File: config.mk
export PLATFORM = sky130hd
export DESIGN_NAME = pipeline_mem_to_wb_skid_register
export DESIGN_NICKNAME = d
export VERILOG_FILES = /design/src/rtl/pipeline_mem_to_wb_skid_register.sv
export SDC_FILE = /design/constraint.sdc
export NUM_CORES = 1
export LEC_CHECK = 0
export ABC_CLOCK_PERIOD_IN_PS = 9500
export CORE_UTILIZATION = 52
export CTS_BUF_LIST = sky130_fd_sc_hd__clkbuf_16
export CTS_CLUSTER_DIAMETER = 150
export DETAILED_ROUTE_END_ITERATION = 10
export PLACE_DENSITY = 0.95
export SLEW_MARGIN = 10
export SYNTH_ARGS = -nofsm -noshare
export SYNTH_HDL_FRONTEND = slang
export SYNTH_SLANG_ARGS = --single-unit
File: constraint.sdc
create_clock -name clock -period 9.5 [get_ports clock]
set_input_delay 0.95 -clock clock [delete_from_list [all_inputs] [get_ports clock]]
set_output_delay 0.95 -clock clock [all_outputs]
set_load 0.02 [all_outputs]
File: src/rtl/pipeline_mem_to_wb_skid_register.sv
// MEM->WB pipeline register with a valid/ready handshake and a 2-entry skid buffer.
// The head (main) entry drives every output; the skid entry only catches one extra accept.
module pipeline_mem_to_wb_skid_register #(
  parameter int DATA_WIDTH     = 32,
  parameter int ADDR_WIDTH     = 5,
  parameter int COUNT_WIDTH    = 16,
  parameter bit ZERO_REG_GUARD = 1'b1
) (
  input  logic                   clock,
  input  logic                   reset,
  input  logic                   flush,
  input  logic                   in_valid,
  output logic                   in_ready,
  input  logic [ADDR_WIDTH-1:0]  rd_write_address_in,
  input  logic                   rd_select_in,
  input  logic                   rd_write_enable_in,
  input  logic [DATA_WIDTH-1:0]  alu_result_in,
  input  logic [DATA_WIDTH-1:0]  dmem_data_in,
  output logic                   out_valid,
  input  logic                   out_ready,
  output logic [ADDR_WIDTH-1:0]  rd_write_address_out,
  output logic                   rd_select_out,
  output logic                   rd_write_enable_out,
  output logic [DATA_WIDTH-1:0]  alu_result_out,
  output logic [DATA_WIDTH-1:0]  dmem_data_out,
  output logic [DATA_WIDTH-1:0]  wb_data_out,
  output logic [1:0]             occupancy,
  output logic [COUNT_WIDTH-1:0] retire_count
);

  typedef enum logic [1:0] {
    S_EMPTY = 2'd0,
    S_ONE   = 2'd1,
    S_FULL  = 2'd2
  } state_t;

  state_t                 r_state;
  state_t                 w_state_next;

  logic [ADDR_WIDTH-1:0]  r_main_addr;
  logic                   r_main_sel;
  logic                   r_main_en;
  logic [DATA_WIDTH-1:0]  r_main_alu;
  logic [DATA_WIDTH-1:0]  r_main_dmem;

  logic [ADDR_WIDTH-1:0]  r_skid_addr;
  logic                   r_skid_sel;
  logic                   r_skid_en;
  logic [DATA_WIDTH-1:0]  r_skid_alu;
  logic [DATA_WIDTH-1:0]  r_skid_dmem;

  logic [COUNT_WIDTH-1:0] r_retire_count;

  logic                   w_in_ready;
  logic                   w_out_valid;
  logic [1:0]             w_occupancy;
  logic                   w_accept;
  logic                   w_pop;
  logic                   w_load_main_from_in;
  logic                   w_load_main_from_skid;
  logic                   w_load_skid;
  logic                   w_addr_is_zero;

  // Handshake flags decode registered state only, so out_ready never reaches in_ready.
  always_comb begin
    w_in_ready  = 1'b1;
    w_out_valid = 1'b0;
    w_occupancy = 2'd0;
    case (r_state)
      S_EMPTY: begin
        w_in_ready  = 1'b1;
        w_out_valid = 1'b0;
        w_occupancy = 2'd0;
      end
      S_ONE: begin
        w_in_ready  = 1'b1;
        w_out_valid = 1'b1;
        w_occupancy = 2'd1;
      end
      S_FULL: begin
        w_in_ready  = 1'b0;
        w_out_valid = 1'b1;
        w_occupancy = 2'd2;
      end
      default: begin
        w_in_ready  = 1'b1;
        w_out_valid = 1'b0;
        w_occupancy = 2'd0;
      end
    endcase
  end

  assign w_accept = in_valid & w_in_ready;
  assign w_pop    = w_out_valid & out_ready;

  // Next-state and payload-load decisions; flush overrides every transition.
  always_comb begin
    w_state_next          = r_state;
    w_load_main_from_in   = 1'b0;
    w_load_main_from_skid = 1'b0;
    w_load_skid           = 1'b0;
    if (flush) begin
      w_state_next = S_EMPTY;
    end else begin
      case (r_state)
        S_EMPTY: begin
          if (w_accept) begin
            w_state_next        = S_ONE;
            w_load_main_from_in = 1'b1;
          end else begin
            w_state_next = S_EMPTY;
          end
        end
        S_ONE: begin
          if (w_accept && w_pop) begin
            w_state_next        = S_ONE;
            w_load_main_from_in = 1'b1;
          end else if (w_accept) begin
            w_state_next = S_FULL;
            w_load_skid  = 1'b1;
          end else if (w_pop) begin
            w_state_next = S_EMPTY;
          end else begin
            w_state_next = S_ONE;
          end
        end
        S_FULL: begin
          if (w_pop) begin
            w_state_next          = S_ONE;
            w_load_main_from_skid = 1'b1;
          end else begin
            w_state_next = S_FULL;
          end
        end
        default: begin
          w_state_next = S_EMPTY;
        end
      endcase
    end
  end

  // State register.
  always_ff @(posedge clock or posedge reset) begin
    if (reset) begin
      r_state <= S_EMPTY;
    end else begin
      r_state <= w_state_next;
    end
  end

  // Head entry: refilled from the input or promoted from the skid slot.
  always_ff @(posedge clock or posedge reset) begin
    if (reset) begin
      r_main_addr <= {ADDR_WIDTH{1'b0}};
      r_main_sel  <= 1'b0;
      r_main_en   <= 1'b0;
      r_main_alu  <= {DATA_WIDTH{1'b0}};
      r_main_dmem <= {DATA_WIDTH{1'b0}};
    end else if (w_load_main_from_in) begin
      r_main_addr <= rd_write_address_in;
      r_main_sel  <= rd_select_in;
      r_main_en   <= rd_write_enable_in;
      r_main_alu  <= alu_result_in;
      r_main_dmem <= dmem_data_in;
    end else if (w_load_main_from_skid) begin
      r_main_addr <= r_skid_addr;
      r_main_sel  <= r_skid_sel;
      r_main_en   <= r_skid_en;
      r_main_alu  <= r_skid_alu;
      r_main_dmem <= r_skid_dmem;
    end else begin
      r_main_addr <= r_main_addr;
      r_main_sel  <= r_main_sel;
      r_main_en   <= r_main_en;
      r_main_alu  <= r_main_alu;
      r_main_dmem <= r_main_dmem;
    end
  end

  // Skid entry: captures the second arrival while the head is stalled.
  always_ff @(posedge clock or posedge reset) begin
    if (reset) begin
      r_skid_addr <= {ADDR_WIDTH{1'b0}};
      r_skid_sel  <= 1'b0;
      r_skid_en   <= 1'b0;
      r_skid_alu  <= {DATA_WIDTH{1'b0}};
      r_skid_dmem <= {DATA_WIDTH{1'b0}};
    end else if (w_load_skid) begin
      r_skid_addr <= rd_write_address_in;
      r_skid_sel  <= rd_select_in;
      r_skid_en   <= rd_write_enable_in;
      r_skid_alu  <= alu_result_in;
      r_skid_dmem <= dmem_data_in;
    end else begin
      r_skid_addr <= r_skid_addr;
      r_skid_sel  <= r_skid_sel;
      r_skid_en   <= r_skid_en;
      r_skid_alu  <= r_skid_alu;
      r_skid_dmem <= r_skid_dmem;
    end
  end

  // Retire counter: a pop still counts during flush because the consumer already took it.
  always_ff @(posedge clock or posedge reset) begin
    if (reset) begin
      r_retire_count <= {COUNT_WIDTH{1'b0}};
    end else if (w_pop) begin
      r_retire_count <= r_retire_count + {{(COUNT_WIDTH-1){1'b0}}, 1'b1};
    end else begin
      r_retire_count <= r_retire_count;
    end
  end

  assign w_addr_is_zero = (r_main_addr == {ADDR_WIDTH{1'b0}});

  assign in_ready             = w_in_ready;
  assign out_valid            = w_out_valid;
  assign occupancy            = w_occupancy;
  assign retire_count         = r_retire_count;
  assign rd_write_address_out = r_main_addr;
  assign rd_select_out        = r_main_sel;
  assign alu_result_out       = r_main_alu;
  assign dmem_data_out        = r_main_dmem;
  assign wb_data_out          = r_main_sel ? r_main_dmem : r_main_alu;
  assign rd_write_enable_out  = w_out_valid & r_main_en & ~(ZERO_REG_GUARD & w_addr_is_zero);

endmodule

==> impl_metrics.env, run 1 <==
export IMPL_yosysWarnings=0
export IMPL_syn_area_um2=7070
export IMPL_antenna_found_initial=0
export IMPL_final_hold_viol_count=0
export IMPL_clock_path_buffers=2
export IMPL_slowest_delay_ns=0.83
export IMPL_numPortBuffers=198
export IMPL_grt_pass1_wl_um=29300
export IMPL_area_growth_pct=39.1
export IMPL_dieHeight_um=119
export IMPL_drc_errors=0
export IMPL_nets=776
export IMPL_finalCriticalPeriod_ns=3.72
export IMPL_slew_headroom=0.328
export IMPL_io_pins=199
export IMPL_rsz0062_at_grt="no"
export IMPL_antenna_diode_count=0
export IMPL_critPathTopFamily="compound AO/OA/AOI/OAI gates"
export IMPL_cp_max_fo=38
export IMPL_hpwlAfterDp_um=11500
export IMPL_cts_tree="built"
export IMPL_dieArea_um2=14100
export IMPL_wire_per_inst_um=20.5
export IMPL_clkTransAtPathRegs_ns=0.06
export IMPL_grt_start_max_net_pins=83
export IMPL_cp_data_arrival_time_ns=4.06
export IMPL_h_tree_depth=4
export IMPL_cts_sinks=160
export IMPL_start_kind="primary input"
export IMPL_synth_area_per_cell_um2=13.9
export IMPL_cp_num_buf_inv=2
export IMPL_fin_skew_ns=0.00634
export IMPL_routed_wl_um=18100
export IMPL_drt_iter0_markers=358
export IMPL_power_density_nw_per_um2=285
export IMPL_finalMaxSlewViolations=0
export IMPL_grt_pass1_vias=5694
export IMPL_antenna_left=0
export IMPL_synth_net_count=593
export IMPL_cts_made_buffers=17
export IMPL_fin_hold_ws_ns=0.481
export IMPL_cp_cell_sequence="clkdlybuf4s50_1 -> nor2b_1 -> ha_1 -> nand2_1 -> a21oi_4 -> buf_4 -> o22a_1"
export IMPL_cp_end_kind="flop"
export IMPL_post_cts_setup_buffers=0
export IMPL_die_w_um=119
export IMPL_placementRows=42
export IMPL_track_usage=0.268
export IMPL_period_share=0.391
export IMPL_clk_latency_ns=0.41
export IMPL_vias_per_cell=6.05
export IMPL_hold_class="reg2reg"
export IMPL_critPathSlowestCell="a21oi_4"
export IMPL_hold_buffers=0
export IMPL_ys_seq_area_frac=0.566
export IMPL_synthCells=510
export IMPL_initial_core_util=0.534
export IMPL_drv_cap=0
export IMPL_core_area_um2=13200
export IMPL_tns_ns=0
export IMPL_outcome="finished, final reports clean"
export IMPL_grt_overflow=0
export IMPL_worst_pin_slew_ns=1.01
export IMPL_gp_congestion=0.817
export IMPL_cp_data_required_time_ns=9.85
export IMPL_synth_seq_cells=160
export IMPL_fmax_mhz=269
export IMPL_drive_above_1_share=0.197
export IMPL_clock_root_buffer="clkbuf_16"
export IMPL_synth_cell_type_count=27
export IMPL_p_leak_nw=3.97
export IMPL_vias=5335
export IMPL_first_pass_iters=5
export IMPL_setup_worst_path_class="in2reg"
export IMPL_finalSetupViolCount=0
export IMPL_ir_drop_uv=179
export IMPL_cts_resized=0
cells in the final DEF, fill, tap and decap left out, types with 2 or more instances in the layout:
| cell type | instances |
|---|---|
| clkbuf_16 | 17 |
| inv_1 | 8 |
| nand3_1 | 4 |
| xor2_1 | 4 |
| and3_1 | 4 |
| o22a_1 | 142 |
| clkinv_2 | 3 |
| mux2_2 | 97 |
| dfrtp_1 | 160 |
| nor3_1 | 3 |
| buf_4 | 7 |
| mux2_1 | 7 |
| bufinv_16 | 7 |
| xnor2_1 | 11 |
| nand2_1 | 6 |
| nand4_1 | 5 |
| clkdlybuf4s50_1 | 197 |
| nor2_1 | 2 |
| ha_1 | 7 |
metal layers:
| layer | track usage | wire [um] |
|---|---|---|
| met1 | 0.335 | 7500 |
| met2 | 0.455 | 9330 |
| met3 | 0.0656 | 997 |
| met4 | 0.0910 | 292 |
| met5 | 0 | 0 |
per-stage QoR:
stage                     cells  utilization  setup slack [ns]  instance area (um2)  power, mW
final                       882        0.743              5.78                 9840       2.80
after global routing        882        0.743              5.67                 9840       2.92
after CTS                   882        0.743              5.81                 9840       2.81
after detailed placement    850        0.692              5.43                 9160       2.02
after global placement      850        0.692              5.58                 9160       1.97
after floorplan             510            -              4.23                 7070       1.58
state kept, by name, summed over array words and instances (netlist names), 2 cells and up:
signal / flops
alu_result_out: 32
r_skid_alu: 32
dmem_data_out: 32
retire_count: 16
r_state: 2
rd_write_address_out: 5
r_skid_dmem: 32
r_skid_addr: 5
area by class of cell:
class / instances / area (um2)
inverter: 6 / 27.5
clock inverter: 15 / 249
sequential: 160 / 4000
timing repair buffer: 205 / 2030
clock buffer: 17 / 425
tap: 176 / 220
fill: 826 / 3410
multi-input combinational: 303 / 2880
cells in the mapped netlist, drive strengths merged:
cell	n	area share
dfrtp	160	0.57
o22a	142	0.18
mux2	104	0.17
buf	22	0.016
clkbuf	19	0.010
xnor2	11	0.014
ha	7	0.012
inv	6	0.0032
nand2	6	0.0032
nand3	5	0.0035
nand4	5	0.0044
and3	4	0.0035
xor2	4	0.0050
nor3	3	0.0021
nor2	2	0.0011
a211oi	1	0.0011
a21boi	1	0.0016
a21oi	1	0.0012
a22oi	1	0.0018
a32oi	1	0.0012
nand2b	1	0.00089
nand4b	1	0.0034
nor2b	1	0.00089
o311a	1	0.0014
or3	1	0.00089
where the power goes:
part / internal [mW] / switching [mW] / total [mW] / leakage (nW)
sequential: 0.908 / 0.177 / 1.08 / 1.88
combinational: 0.524 / 0.417 / 0.941 / 1.74
clock: 0.514 / 0.261 / 0.775 / 0.342
cell families (layout without fill, tap and decap cells):
group / Yosys count / count (layout) / share of synthesized area
flops: 160 / 160 / 0.566
compound gates: 148 / 148 / 0.184
mux: 104 / 104 / 0.166
buf+inv: 47 / 243 / 0.0292
simple gates: 29 / 29 / 0.0239
xor+xnor: 15 / 15 / 0.0186
fa+ha+maj: 7 / 7 / 0.0124
worst paths after layout:
kind / from / to / slack (ns) / depth (start not counted)
worst max-delay path: in_valid / alu_result_out[5] / 5.78 / 7
worst min-delay path: retire_count[15] / retire_count[15] / 0.48 / 1
worst max register to register: r_state[1] / alu_result_out[8] / 5.99 / 10
worst min register to register: retire_count[15] / retire_count[15] / 0.48 / 1
max in group asynchronous: reset / rd_write_address_out[2] / 6.97 / 3
min in group asynchronous: reset / retire_count[15] / 1.02 / 2
No activity file was read; power rests on OpenSTA's default activity.
==> inputs of run 2 (changes only) <==
--- a/config.mk
+++ b/config.mk
@@ -5,12 +5,12 @@
 export SDC_FILE = /design/constraint.sdc
 export NUM_CORES = 1
 export LEC_CHECK = 0
-export ABC_CLOCK_PERIOD_IN_PS = 9500
-export CORE_UTILIZATION = 52
+export ABC_CLOCK_PERIOD_IN_PS = 3410
+export CORE_UTILIZATION = 43
 export CTS_BUF_LIST = sky130_fd_sc_hd__clkbuf_16
 export CTS_CLUSTER_DIAMETER = 150
 export DETAILED_ROUTE_END_ITERATION = 10
-export PLACE_DENSITY = 0.95
+export PLACE_DENSITY = 0.88
 export SLEW_MARGIN = 10
 export SYNTH_ARGS = -nofsm -noshare
 export SYNTH_HDL_FRONTEND = slang
==> constraint.sdc (replaced) <==
create_clock -name clock -period 3.41 [get_ports clock]
set_input_delay 0.341 -clock clock [delete_from_list [all_inputs] [get_ports clock]]
set_output_delay 0.341 -clock clock [all_outputs]
set_load 0.02 [all_outputs]
==> run 2 against run 1 <==
Critical path depth increased by 3. Clock power rose to 2.6 times the previous value. Sequential power rose to 2.8 times the previous value. Final cell count rose by 4.8%. Design area increased by 0.95%. Register-to-register slack worse by 5.5 ns. Global-route usage shrank 4.2 points. Combinational power rose to 2.8 times the previous value. Non-clock buffer count up 2.
==> impl_metrics.env, run 2 (synthesis results as in run 1) <==
export IMPL_h_tree_depth=4
export IMPL_r2r_slack_ns=0.44
export IMPL_final_hold_viol_count=0
export IMPL_cp_end_kind="flop"
export IMPL_antenna_left=0
export IMPL_drt_iter0_markers=255
export IMPL_rr_startpoint="r_state[1]"
export IMPL_start_kind="flop"
export IMPL_numPortBuffers=198
export IMPL_clkTransAtPathRegs_ns=0.06
export IMPL_finalCriticalPeriod_ns=2.97
export IMPL_layout_commonest_cell="clkdlybuf4s50_1"
export IMPL_area_growth_pct=40.4
export IMPL_reg2reg_depth=10
export IMPL_core_area_um2=15900
export IMPL_combPwrFrac=0.342
export IMPL_initial_core_util=0.444
export IMPL_ir_drop_uv=391
export IMPL_clock_path_buffers=2
export IMPL_r2r_end="dmem_data_out[5]"
export IMPL_antenna_found_initial=1
export IMPL_slew_headroom=0.416
export IMPL_p_leak_nw=3.96
export IMPL_worst_pin_slew_ns=0.876
export IMPL_clock_root_buffer="clkbuf_16"
export IMPL_fmax_mhz=337
export IMPL_vias=5228
export IMPL_power_switching_mw=2.40
export IMPL_hpwlAfterDp_um=11700
export IMPL_fill_cells=1207
export IMPL_placementRows=46
export IMPL_rsz0062_at_grt="no"
export IMPL_swShare=0.315
export IMPL_place_inst=892
export IMPL_power_total_mw=7.62
export IMPL_first_pass_iters=4
export IMPL_design_area_um2=9930
export IMPL_outcome="finished, final reports clean"
export IMPL_io_pins=199
export IMPL_cts_tree="built"
export IMPL_fin_skew_ns=0.00387
export IMPL_slowest_delay_ns=0.41
export IMPL_tns_ns=0
export IMPL_setup_worst_path_class="reg2reg"
export IMPL_finalMaxSlewViolations=0
export IMPL_cts_resized=0
export IMPL_wire_per_inst_um=19.9
export IMPL_dieArea_um2=17000
export IMPL_cp_max_fo=41
export IMPL_nets=778
export IMPL_drive_above_1_share=0.203
export IMPL_period_share=0.870
export IMPL_antenna_diode_count=0
export IMPL_track_usage=0.226
export IMPL_layout_cells_non_filler=924
export IMPL_critPathSlowestCell="dfrtp_1"
export IMPL_gp_congestion=0.790
export IMPL_vias_per_cell=5.66
export IMPL_hold_buffers=0
export IMPL_grt_overflow=0
export IMPL_seq_power_share=0.397
export IMPL_p_int_mw=5.22
export IMPL_fin_util=0.623
export IMPL_cp_cell_sequence="inv_1 -> ha_1 -> nand2_1 -> inv_1 -> ha_1 -> nand2_1 -> nand3_4 -> buf_12 -> o22a_1 -> o22a_1"
export IMPL_cts_made_buffers=17
export IMPL_placed_area_um2=9310
export IMPL_die_w_um=130
export IMPL_post_cts_setup_buffers=0
export IMPL_hold_class="in2async"
export IMPL_drc_errors=0
export IMPL_cts_sinks=160
export IMPL_cp_data_arrival_time_ns=3.27
export IMPL_pwr_share_clk=0.262
export IMPL_clk_latency_ns=0.42
export IMPL_routed_wl_um=18400
export IMPL_dieHeight_um=130
export IMPL_grt_pass1_vias=5545
export IMPL_power_density_nw_per_um2=767
export IMPL_drv_cap=0
export IMPL_finalSetupViolCount=0
export IMPL_cp_num_buf_inv=3
export IMPL_critPathTopFamily="simple AND/OR/NAND/NOR gates"
export IMPL_grt_pass1_wl_um=29000
export IMPL_cp_data_required_time_ns=3.72
export IMPL_final_cell_mix="197 x clkdlybuf4s50_1, 159 x dfrtp_1, 142 x o22a_1, 97 x mux2_2, 17 x clkbuf_16"
export IMPL_grt_start_max_net_pins=102
run 2: cell count changes in the layout (fill, tap and decap cells not counted):
| cell | change |
|---|---|
| clkinv_2 | -1 |
| inv_1 | -1 |
| dfrtp_2 | +1 |
| clkinv_4 | +2 |
| clkinv_1 | -1 |
| bufinv_16 | -3 |
| clkinvlp_4 | +4 |
| buf_4 | -4 |
| dfrtp_1 | -1 |
| nand3_4 | +1 |
| nand3_2 | -1 |
| buf_12 | +6 |
run 2: power by group through the flow:
stage,Combinational (mW),Clock (mW),Sequential (mW)
after CTS,2.62,2.03,3.02
final,2.60,2.00,3.02
after global placement,2.54,0,2.98
after detailed placement,2.61,0,3.04
after global routing,2.75,2.12,3.10
after floorplan,1.22,0,3.18
run 2: worst reg2reg max path, cell delays in order, from the launching register on:
cell	delay (ns)
dfrtp_1	0.41
inv_1	0.09
ha_1	0.38
nand2_1	0.23
inv_1	0.14
ha_1	0.21
nand2_1	0.20
nand3_4	0.38
buf_12	0.35
o22a_1	0.27
o22a_1	0.19
run 2: metal layers:
metal | share of wire | track usage | up-vias
met5 | 0 | 0 | -
met4 | 0.0097 | 0.0739 | 0
met3 | 0.058 | 0.0566 | 18
met2 | 0.51 | 0.384 | 181
met1 | 0.42 | 0.282 | 2699
li1 | - | - | 2330
run 2: worst max-delay path by stage:
stage	start	to	cells after the start
after floorplan	reset	alu_result_out[0]	1
after global placement	out_ready	dmem_data_out[17]	9
after detailed placement	out_ready	alu_result_out[12]	9
after CTS	r_state[0]	alu_result_out[12]	10
after global routing	r_state[0]	alu_result_out[12]	10
final	r_state[1]	dmem_data_out[5]	10
run 2: area by class of cell:
| type | instances | area [um2] | share of cell area |
|---|---|---|---|
| Inverter | 6 | 26.3 | 0.00265 |
| Sequential cell | 160 | 4010 | 0.403 |
| Timing Repair Buffer | 207 | 2120 | 0.213 |
| Clock inverter | 15 | 195 | 0.0197 |
| Clock buffer | 17 | 425 | 0.0428 |
| Multi-Input combinational cell | 303 | 2890 | 0.291 |
| Tap cell | 216 | 270 | 0.0272 |
run 2: per-stage QoR:
step	setup slack (ns)	hold slack, ns
after global routing	0.248	0.437
after floorplan	1.04	0.465
after detailed placement	0.407	0.468
after global placement	0.544	0.459
final	0.445	0.389
after CTS	0.464	0.400
